===== config.mk =====
export PLATFORM = sky130hd
export DESIGN_NAME = sram_like_arbiter
export DESIGN_NICKNAME = d
export VERILOG_FILES = /design/src/rtl/sram_like_arbiter.sv
export SDC_FILE = /design/constraint.sdc
export NUM_CORES = 1
export LEC_CHECK = 0
export CORE_AREA = 8 8 112 114
export CTS_CLUSTER_DIAMETER = 60
export CTS_CLUSTER_SIZE = 14
export DETAILED_ROUTE_END_ITERATION = 10
export DIE_AREA = 0 0 120 122
export MAX_ROUTING_LAYER = met4
export PLACE_DENSITY = 0.66
export SLEW_MARGIN = 20
export SYNTH_ARGS = -nofsm -noshare
export SYNTH_HDL_FRONTEND = slang
export SYNTH_SLANG_ARGS = --single-unit

===== constraint.sdc =====
create_clock -name clk -period 1.7 [get_ports clk]
set_clock_uncertainty 0.1 [all_clocks]
set_input_delay 0.255 -clock clk [delete_from_list [all_inputs] [get_ports clk]]
set_output_delay 0.255 -clock clk [all_outputs]
set_load 0.01 [all_outputs]

===== src/rtl/sram_like_arbiter.sv =====
// Merges the core's instruction and data SRAM-like masters onto one SRAM-like slave port.
// Data wins over inst, a grant is held until addr_ok, and responses follow an in-order owner FIFO.
module sram_like_arbiter #(
  parameter int MAX_OUTSTANDING = 2
) (
  input  logic        clk,
  input  logic        rst,
  input  logic        inst_req,
  input  logic        inst_wr,
  input  logic [1:0]  inst_size,
  input  logic [31:0] inst_addr,
  input  logic [31:0] inst_wdata,
  output logic [31:0] inst_rdata,
  output logic        inst_addr_ok,
  output logic        inst_data_ok,
  input  logic        data_req,
  input  logic        data_wr,
  input  logic [1:0]  data_size,
  input  logic [31:0] data_addr,
  input  logic [31:0] data_wdata,
  output logic [31:0] data_rdata,
  output logic        data_addr_ok,
  output logic        data_data_ok,
  output logic        req,
  output logic        wr,
  output logic [1:0]  size,
  output logic [31:0] addr,
  output logic [31:0] wdata,
  input  logic [31:0] rdata,
  input  logic        addr_ok,
  input  logic        data_ok,
  output logic        resp_err
);

  localparam int PW = (MAX_OUTSTANDING > 1) ? $clog2(MAX_OUTSTANDING) : 1;
  localparam int CW = $clog2(MAX_OUTSTANDING + 1);
  localparam logic [PW-1:0] PTR_LAST = PW'(MAX_OUTSTANDING - 1);
  localparam logic [PW-1:0] PTR_ONE  = PW'(1'b1);
  localparam logic [CW-1:0] CNT_FULL = CW'(MAX_OUTSTANDING);
  localparam logic [CW-1:0] CNT_ONE  = CW'(1'b1);

  // Owner encoding in the FIFO and lock register: 1 = data master, 0 = inst master.
  logic [CW-1:0]              count_q, count_d;
  logic [PW-1:0]              wptr_q, wptr_d, rptr_q, rptr_d;
  logic [MAX_OUTSTANDING-1:0] owner_q, owner_d;
  logic                       lock_q, lock_d;
  logic                       lock_owner_q, lock_owner_d;
  logic                       resp_err_q, resp_err_d;

  logic sel_valid_s, sel_s, sel_req_s, full_s, sel_addr_ok_s, pop_s, head_owner_s;

  function automatic logic [PW-1:0] next_ptr(input logic [PW-1:0] p);
    if (p == PTR_LAST) begin
      next_ptr = {PW{1'b0}};
    end else begin
      next_ptr = p + PTR_ONE;
    end
  endfunction

  assign inst_rdata = rdata;
  assign data_rdata = rdata;
  assign resp_err   = resp_err_q;

  // Arbitration, slave-side request muxing and handshake routing
  always_comb begin
    sel_valid_s = 1'b0;
    sel_s       = 1'b0;
    if (lock_q) begin
      sel_valid_s = 1'b1;
      sel_s       = lock_owner_q;
    end else if (data_req) begin
      sel_valid_s = 1'b1;
      sel_s       = 1'b1;
    end else if (inst_req) begin
      sel_valid_s = 1'b1;
      sel_s       = 1'b0;
    end else begin
      sel_valid_s = 1'b0;
      sel_s       = 1'b0;
    end

    sel_req_s = sel_valid_s & (sel_s ? data_req : inst_req);
    full_s    = (count_q == CNT_FULL);
    req       = sel_req_s & ~full_s;

    if (sel_s) begin
      wr    = data_wr;
      size  = data_size;
      addr  = data_addr;
      wdata = data_wdata;
    end else begin
      wr    = inst_wr;
      size  = inst_size;
      addr  = inst_addr;
      wdata = inst_wdata;
    end

    sel_addr_ok_s = addr_ok & req;
    inst_addr_ok  = sel_addr_ok_s & ~sel_s;
    data_addr_ok  = sel_addr_ok_s & sel_s;

    pop_s        = data_ok & (count_q != {CW{1'b0}});
    head_owner_s = owner_q[rptr_q];
    inst_data_ok = pop_s & ~head_owner_s;
    data_data_ok = pop_s & head_owner_s;
  end

  // Next state for owner FIFO, grant lock and sticky error flag
  always_comb begin
    count_d      = count_q;
    wptr_d       = wptr_q;
    rptr_d       = rptr_q;
    owner_d      = owner_q;
    lock_d       = lock_q;
    lock_owner_d = lock_owner_q;
    resp_err_d   = resp_err_q | (data_ok & ~pop_s);

    if (sel_addr_ok_s) begin
      owner_d[wptr_q] = sel_s;
      wptr_d          = next_ptr(wptr_q);
    end else begin
      wptr_d = wptr_q;
    end

    if (pop_s) begin
      rptr_d = next_ptr(rptr_q);
    end else begin
      rptr_d = rptr_q;
    end

    case ({sel_addr_ok_s, pop_s})
      2'b10:   count_d = count_q + CNT_ONE;
      2'b01:   count_d = count_q - CNT_ONE;
      default: count_d = count_q;
    endcase

    // A stalled request keeps its grant so the slave sees a stable address until addr_ok.
    if (sel_addr_ok_s) begin
      lock_d = 1'b0;
    end else if (req && !addr_ok) begin
      lock_d       = 1'b1;
      lock_owner_d = sel_s;
    end else if (lock_q && !sel_req_s) begin
      lock_d = 1'b0;
    end else begin
      lock_d = lock_q;
    end
  end

  // State registers with synchronous reset
  always_ff @(posedge clk) begin
    if (rst) begin
      count_q      <= {CW{1'b0}};
      wptr_q       <= {PW{1'b0}};
      rptr_q       <= {PW{1'b0}};
      owner_q      <= {MAX_OUTSTANDING{1'b0}};
      lock_q       <= 1'b0;
      lock_owner_q <= 1'b0;
      resp_err_q   <= 1'b0;
    end else begin
      count_q      <= count_d;
      wptr_q       <= wptr_d;
      rptr_q       <= rptr_d;
      owner_q      <= owner_d;
      lock_q       <= lock_d;
      lock_owner_q <= lock_owner_d;
      resp_err_q   <= resp_err_d;
    end
  end

endmodule


Word-level counts from Yosys, hierarchy flattened
Index checks and enable logic that the tools add are counted.
- bitwise operators: 15
- equality and inequality tests: 3
- reductions and logical operators: 10
- muxes and demuxes: 20
- add/subtract/negate cells: 4
- $lt $le $gt $ge: 3
- operators by type and width (kind ; number):
    32-bit 2-to-1 mux ; 2
    1-bit 2-to-1 mux ; 14
    1-bit AND ; 9
    2-bit nonzero test ; 3
    1-bit inverter ; 5
    2-bit == test (second input constant) ; 2
    1-bit by 2-bit less-than comparator with 1-bit output (second input constant) ; 2
    2-bit one-hot mux with 2 select lines ; 1
    1-bit logical AND ; 3
    1-bit adder (second input constant) ; 2
    2-bit by 1-bit adder with 2-bit output (second input constant) ; 1
    2-bit bitwise mux ; 1
    2-bit by 1-bit == test with 1-bit output (second input constant) ; 1
    1-bit logical NOT ; 2
    2-bit 2-to-1 mux ; 1
    2-bit AND reduction ; 1
    2-bit OR reduction ; 1
    2-bit by 1-bit subtractor with 2-bit output (second input constant) ; 1
    1-bit demux with 1-bit select ; 1
    1-bit >= comparator (second input constant) ; 1
    1-bit bitwise OR ; 1
- word-level logic and storage cells: 62
- register bits after elaboration: 9
- output and inout port bits: 137
- bits of input ports: 172

Depth between registers and ports, before layout
Gate-level depths: netlist (run 1).
- word-level depth: 8
- depth in mapped cells: 6
- depth with buffers taken out: 6

Worst setup path after synthesis (run 1)
No wires, ideal clock.
- path type: flip-flop to flip-flop
- start: register lock_q
- end: register count_q[1]
- path buffers: 0
- data required time: 1.530 ns
- path slack: -0.194 ns
- stages on the path, launching flop included: 6
- period minus slack after synthesis: 1.894 ns
- setup time: 0.070 ns
- data arrival time: 1.723 ns
- cells stage by stage: dfxtp_1 > or3b_4 > o2111ai_4 > ha_1 > or3_1 > a21oi_1
- cells in the longest elaborated chain, start to end: 7
- elaborated cells between the ends (all ways): 10
- those cells by class: eq/ne (2); mux (4); bitwise (3); reduce/logical (1)
- ends and longest elaborated chain (what ; line ; source):
    start, declared ; 46 ; logic lock_q, lock_d;
    start signal, assigned ; 165 ; lock_q <= lock_d;
    1-bit 2-to-1 mux ; 68 ; if (lock_q) begin
    1-bit 2-to-1 mux ; 82 ; sel_req_s = sel_valid_s & (sel_s ? data_req : inst_req);
    1-bit AND * ; 82 ;
    1-bit AND * ; 84 ; req = sel_req_s & ~full_s;
    1-bit AND * ; 98 ; sel_addr_ok_s = addr_ok & req;
    2-bit by 1-bit == test with 1-bit output or 2-bit == test (tied branches) ; 131 ; case ({sel_addr_ok_s, pop_s})
    2-bit one-hot mux with 2 select lines or 2-bit nonzero test (tied branches) ; n/a ;
    end signal, assigned ; 153 ; count_q <= {CW{1'b0}};
    end signal, assigned ; 161 ; count_q <= count_d;
    end, declared ; 43 ; logic [CW-1:0] count_q, count_d;
Mark *: on every way between the ends. The rest lies on a longest branch, timed or not.
A chain may end at the register's enable or synchronous reset.

Worst setup path after layout (run 1)
- start: register lock_q
- end: output wdata[10]
- cells in the longest elaborated chain, start to end: 2
- ends and longest elaborated chain (what ; line ; source):
    1-bit 2-to-1 mux ; 68 ;
    32-bit 2-to-1 mux ; 86 ; if (sel_s) begin
    end, declared ; 28 ; output logic [31:0] wdata,
No other way between the ends.

==> run_results.csv, run 1 <==
group,metric,value,unit
critical_path,worstPathArrival,1.78,ns
die,start_util,16.7,%
critical_path,startpoint_type,"register",
detailed_routing,drc,0,
critical_path,cp_max_fo,5,
detailed_routing,vias_per_cell,4.02,
die,rows,38,
grt,top_usage_layer,"met2",
detailed_routing,vias,2100,
synth,syn-num-nets,367,
outcome,outcome,"finished with violations",
critical_path,critical_path.cell_chain,"mux2i_4 > buf_6 > buf_12 > buf_12 > buf_6 > mux2_4 > buf_6",
critical_path,critPathMaxStageDelay,0.36,ns
layout,area_growth,150,%
synth,yosysUniqueCellTypes,27,
critical_path,critPathKind,"reg2out",
synth,yosys.area_share.simple,6.04,%
worst_hold_path,hold_path_class,"reg2reg",
timing,post-route-period-util,125,%
critical_path,endpoint_kind,"output pin",
synth,synth_top_family_by_area,"multiplexers",
placement,hpwl,7970,um
timing,clock.fmax,469,MHz
grt,antenna_found_initial,0,
clocking,cts.clk_slew.worst_paths,0.05,ns
placement,place_ws,-0.763,ns
timing,tightest_slew,0.286,ns
die,die_height,122,um
die,io_pins,309,
outcome,violations,"negative setup slack",
timing,drv_slew,0,
die,coreArea,0.0107,mm2
clocking,clkLatencyLatePin,0.23,ns
synth,synth_warnings,0,
clocking,h-tree-depth,1,
synth,synth_mux_area_share,44.2,%
critical_path,reg2reg_from,"lock_q",
detailed_routing,routed_wl,11000,um
clocking,cts_tree,"yes",
synth,syn-mean-instance-area,9.18,um2
timing,final-setup-viol-count,74,
synth,postSynthCellCount,194,
layout,nFillCells,1054,
grt,grtUsageMet3,4.81,%
timing,fin_ws,-0.432,ns
pwr,ir_drop,0.472,mV
pwr,cellPowerDensity,620,mW/mm2
pwr,leakagePower,1.98,nW
critical_path,critical-path-slowest-cell,"dfxtp_4",
synth,yosys.area_share.adder,0.702,%
layout,drive_above_1_share,51.3,%
layout,final_core_util,41.7,%
grt,grt_util_met1,13.9,%
layout,diodes,0,
die,die_x,120,um
critical_path,crit_required,1.34,ns
clocking,ctsRootBufferMaster,"clkbuf_8",
flow_run,maxCapViolations,0,
synth,synthesis.area,0.00178,mm2
synth,synth-compound-area-share,6.11,%
detailed_routing,wl_per_cell,21.0,um
detailed_routing,first_iter_violations,47,
clocking,postCtsHoldBufs,0,
timing,rsz0062_at_grt,"true",
synth,ys_seq_area_share,10.1,%
grt,use_met2,28.0,%
timing,final.min_clock_period,2.13,ns
worst_hold_path,worstHoldStart,"owner_q[0]",
grt,grt_use_total,14.4,%
die,dieArea,0.0146,mm2
timing,maxSlewHeadroom,80.8,%
grt,grt_pass1_wl,15700,um
clocking,numCtsBuffers,3,
clocking,cts_buffer_depth,2,
timing,hold_viol_final,0,
clocking,clock_sinks,9,
critical_path,startpoint,"lock_q",
synth,ys_seq_elements,9,
detailed_routing,drt_first_pass_iters,3,
placement,portBuffers,212,
synth,synth_xor_area_share,1.97,%
grt,grt_pass1_vias,2576,
placement,gp_congestion,0.776,
grt,grt_max_degree,15,
layout,fin_nets,556,
detailed_routing,drtAntennaViolNets,0,
critical_path,r2r_slack,-0.36,ns
grt,grt-ovfl-total,0,
critical_path,cpMostUsedCell,"buf_6",
==> cells in the final DEF (no fill, tap or decap), types with 3 or more instances in the layout <==
master	netlist	routed
a21oi_1	4	3
buf_12	0	6
buf_16	0	4
buf_2	1	4
buf_4	70	16
buf_6	0	74
clkbuf_8	0	3
clkdlybuf4s15_2	0	9
clkdlybuf4s50_1	0	138
dfxtp_1	9	7
dlygate4sd2_1	0	4
inv_1	3	3
mux2_2	67	16
mux2_4	0	51
nor2_1	8	7
o21ai_0	5	4
==> Yosys cell counts <==
cell,instances,area [um2]
xnor2_1,2,17.5
buf_2,1,5.00
nor3_1,1,5.00
dfxtp_1,9,180
nor2b_1,2,12.5
o211ai_1,1,7.51
or3b_4,1,11.3
mux2i_1,2,20.0
or3_1,3,18.8
buf_4,70,526
nand2_1,2,7.51
o21ai_0,5,25.0
o2111ai_4,1,26.3
o211a_1,1,10.0
clkbuf_1,2,7.51
inv_1,3,11.3
a21boi_2,1,11.3
nor2_1,8,30.0
xor2_1,2,17.5
a21oi_1,4,20.0
ha_1,1,12.5
mux2_2,67,754
nand2b_2,1,8.76
mux2i_2,1,13.8
or2_0,1,6.26
nand3b_1,1,7.51
o2111ai_1,1,8.76
==> through the flow <==
stage | instances | cell area, um2 | hold WS, ns | total power, W | TNS [ns]
CTS | 521 | 4440 | 0.376 | 0.00278 | -27.70
detailed placement | 487 | 3690 | 0.372 | 0.00196 | -52.42
global route | 522 | 4460 | 0.410 | 0.00293 | -29.69
finish | 522 | 4460 | 0.375 | 0.00276 | -25.64
floorplan | 194 | 1800 | 0.296 | 0.00116 | -0.248
global placement | 487 | 3690 | 0.350 | 0.00194 | -52.29
==> metal layers <==
layer  wire length (um)  share of wire, %
met1               3850                35
met2               6120                56
met3                933               8.5
met4                 68              0.62
met5                  0                 0
==> what timing repair did <==
item,in CTS,in global routing
buffers inserted,22,6
resized for setup,387,39
setup endpoints to repair,76,74
hold endpoints to repair,0,0
cloned,8,1
pin swaps,7,6
==> worst max-delay path: cells and delay by family, from the launching register on <==
family                 cells  cell delay (ns)
flip-flops                 1             0.36
multiplexers               2             0.55
buffers and inverters      5             0.63
==> final cells by class <==
cell class              count  area, um2  share of cell area (%)
clock buffers               4       45.0                    1.01
inverters                   3       11.3                   0.253
multi-input cells         109       1290                    28.9
flip-flops and latches      9        185                    4.15
well taps                 140        175                    3.93
repair buffers            257       2750                    61.7
==> sequential cells by signal (all words and copies together) (netlist names) <==
| name | cells |
|---|---|
| count_q | 2 |
| owner_q | 2 |
| lock_owner_q | 1 |
| lock_q | 1 |
| resp_err | 1 |
| rptr_q | 1 |
| wptr_q | 1 |
==> cell families after synthesis <==
logic type / after synthesis
XOR/XNOR: 4
flip-flops: 9
buffers and inverters: 76
AO/OA/AOI/OAI: 14
adder cells (fa/ha/maj): 1
multiplexers: 70
AND/OR/NAND/NOR: 20
==> final timing paths <==
path / end / cells after the start
hold / removal: owner_q[0] / 2
setup / recovery: wdata[10] / 7
hold reg to reg: owner_q[0] / 2
setup reg to reg: count_q[1] / 8
==> report_power, final <==
part           switching (W)  internal [W]  leakage, nW
logic               0.000765       0.00144         1.88
registers          0.0000423      0.000264       0.0751
clock network      0.0000846      0.000163       0.0228
total               0.000892       0.00187         1.98
No activity file was read; power rests on OpenSTA's default activity.
==> inputs of run 2 (changes only) <==
--- a/config.mk
+++ b/config.mk
@@ -5,13 +5,14 @@
 export SDC_FILE = /design/constraint.sdc
 export NUM_CORES = 1
 export LEC_CHECK = 0
-export CORE_AREA = 8 8 112 114
+export CORE_AREA = 8 8 114 116
 export CTS_CLUSTER_DIAMETER = 60
 export CTS_CLUSTER_SIZE = 14
 export DETAILED_ROUTE_END_ITERATION = 10
-export DIE_AREA = 0 0 120 122
+export DIE_AREA = 0 0 122 124
+export GPL_TIMING_DRIVEN = 0
 export MAX_ROUTING_LAYER = met4
-export PLACE_DENSITY = 0.66
+export PLACE_DENSITY = 0.61
 export SLEW_MARGIN = 20
 export SYNTH_ARGS = -nofsm -noshare
 export SYNTH_HDL_FRONTEND = slang
==> constraint.sdc (replaced) <==
create_clock -name clk -period 2.1 [get_ports clk]
set_clock_uncertainty 0.1 [all_clocks]
set_input_delay 0.315 -clock clk [delete_from_list [all_inputs] [get_ports clk]]
set_output_delay 0.315 -clock clk [all_outputs]
set_load 0.01 [all_outputs]
==> run_results.csv, run 2 (same netlist as run 1, synthesis figures left out) <==
group,metric,value,unit
worst_hold_path,hold_path_class,"in2reg",
clocking,cts_tree,"yes",
die,rows,39,
critical_path,crit_required,1.68,ns
timing,clock.fmax,459,MHz
die,start_util,15.9,%
pwr,cellPowerDensity,458,mW/mm2
placement,place_area,0.00470,mm2
outcome,violations,"negative setup slack",
timing,rsz0062_at_grt,"true",
pwr,combPwrFrac,74.3,%
placement,portBuffers,274,
detailed_routing,wl_per_cell,19.4,um
outcome,outcome,"finished with violations",
grt,antenna_found_initial,1,
grt,grt_pass1_wl,16600,um
clocking,cts.clk_slew.worst_paths,0.04,ns
timing,hold_viol_final,0,
detailed_routing,drt_first_pass_iters,4,
die,dieArea,0.0151,mm2
clocking,clock_sinks,9,
critical_path,critical_path.cell_chain,"mux2i_4 > buf_6 > buf_6 > buf_8 > buf_6 > mux2_4 > buf_6",
layout,final_cell_mix,"clkdlybuf4s50_1, buf_4, buf_6",
pwr,ir_drop,0.480,mV
layout,nFillCells,1073,
grt,grt_pass1_vias,2811,
timing,tightest_slew,0.441,ns
critical_path,worstPathArrival,1.76,ns
layout,final_core_util,45.6,%
detailed_routing,drc,0,
timing,drv_slew,0,
critical_path,endpoint_kind,"output pin",
timing,finalSetupTns,-1.03,ns
layout,reg_top3,"count_q (2), owner_q (2)",
layout,layout_commonest_cell,"clkdlybuf4s50_1",
pwr,leakagePower,2.25,nW
critical_path,critical-path-slowest-cell,"dfxtp_4",
clocking,h-tree-depth,1,
clocking,cts_buffer_depth,2,
layout,drive_above_1_share,47.9,%
die,io_pins,309,
clocking,numCtsBuffers,3,
placement,hpwl,10900,um
critical_path,startpoint_type,"register",
critical_path,critPathKind,"reg2out",
pwr,clockPowerShare,14.6,%
pwr,p_sw_share,32.3,%
pwr,power_switching,0.000755,W
placement,gp_congestion,0.846,
layout,multi_input_area,0.00119,mm2
pwr,sequentialPowerShare,11.1,%
die,die_height,124,um
timing,post-route-period-util,104,%
pwr,power,0.00234,W
grt,grt_use_total,15.0,%
grt,grt_max_degree,11,
critical_path,cpMostUsedCell,"buf_6",
clocking,ctsRootBufferMaster,"clkbuf_16",
detailed_routing,vias_per_cell,3.85,
grt,grt-ovfl-total,0,
critical_path,cp_max_fo,5,
detailed_routing,routed_wl,12400,um
detailed_routing,first_iter_violations,85,
detailed_routing,vias,2455,
critical_path,critPathMaxStageDelay,0.35,ns
layout,fin_nets,667,
layout,final_cells,637,
layout,area_growth,186,%
critical_path,critical_path.top_delay_family,"buffers and inverters",
layout,seqCellArea,185,um2
timing,maxSlewHeadroom,70.6,%
die,die_x,122,um
timing,final-setup-viol-count,34,
layout,final_area,0.00510,mm2
die,coreArea,0.0112,mm2
timing,final.min_clock_period,2.18,ns
critical_path,crit_buf_inv,5,
flow_run,maxCapViolations,0,
detailed_routing,drtAntennaViolNets,0,
placement,place_inst,611,
pwr,internal_power,0.00158,W
timing,fin_ws,-0.0767,ns
clocking,clkLatencyLatePin,0.24,ns
==> run 2: cell count changes in the layout (fill, tap and decap cells not counted), sizes merged <==
cell,before,now
dlygate4sd2,4,6
diode,0,1
clkdlybuf4s50,138,203
clkbuf,6,18
buf,104,144
clkdlybuf4s15,9,1
==> run 2: metrics by stage <==
stage,hold WS (ns),worst slack (ns)
after global routing,0.394,-0.122
final,0.362,-0.0767
after global placement,0.355,-0.657
after floorplan,0.353,0.206
after CTS,0.353,-0.144
after detailed placement,0.355,-0.627
==> run 2: path summary, 6_finish.rpt <==
check	start	end	slack [ns]	cells past startpoint
worst max-delay path	lock_q	wdata[13]	-0.08	7
worst min-delay path	rst	count_q[0]	0.36	2
worst max register to register	lock_q	count_q[1]	0.07	6
worst min register to register	resp_err	resp_err	0.37	2
==> run 2: routing by layer <==
| layer | part of all wire (%) | track usage, % | wire (um) | up-vias |
|---|---|---|---|---|
| met4 | 0.40 | 2.16 | 49 | 0 |
| met2 | 58 | 29.2 | 7240 | 110 |
| met5 | 0 | - | 0 | - |
| met3 | 7.6 | 5.17 | 937 | 6 |
| met1 | 34 | 14.3 | 4160 | 1132 |
| li1 | - | - | - | 1207 |
==> run 2: cell type report <==
type	count	area share, %
sequential	9	3.63
antenna	1	0.0491
tap	143	3.51
clock buffer	4	1.55
multi-input combinational	109	23.3
inverter	3	0.221
buffer	69	10.7
timing repair buffer	299	57.1
==> run 2: power by group through the flow <==
stage,registers [W],logic (W),clock network [W]
final,0.000259,0.00174,0.000341
after global routing,0.000266,0.00185,0.000354
after CTS,0.000256,0.00165,0.000346
after detailed placement,0.000256,0.00154,0
after global placement,0.000252,0.00153,0
after floorplan,0.000249,0.000675,0
==> run 2: what timing repair did <==
| action | CTS | global route |
|---|---|---|
| setup endpoints to repair | 73 | 67 |
| cloned | 1 | 0 |
| gates resized for setup | 293 | 70 |
| endpoints found under the hold margin | 0 | 0 |
| hold buffers | 0 | 0 |
| setup buffers | 20 | 5 |
| pin swaps | 0 | 1 |
==> inputs of run 3 (changes only) <==
--- a/config.mk
+++ b/config.mk
@@ -5,6 +5,7 @@
 export SDC_FILE = /design/constraint.sdc
 export NUM_CORES = 1
 export LEC_CHECK = 0
+export ABC_CLOCK_PERIOD_IN_PS = 2100
 export CORE_AREA = 8 8 114 116
 export CTS_CLUSTER_DIAMETER = 60
 export CTS_CLUSTER_SIZE = 14
==> results of run 3 <==
Same layout as run 2: the final DEF is identical, and so are final timing and power.
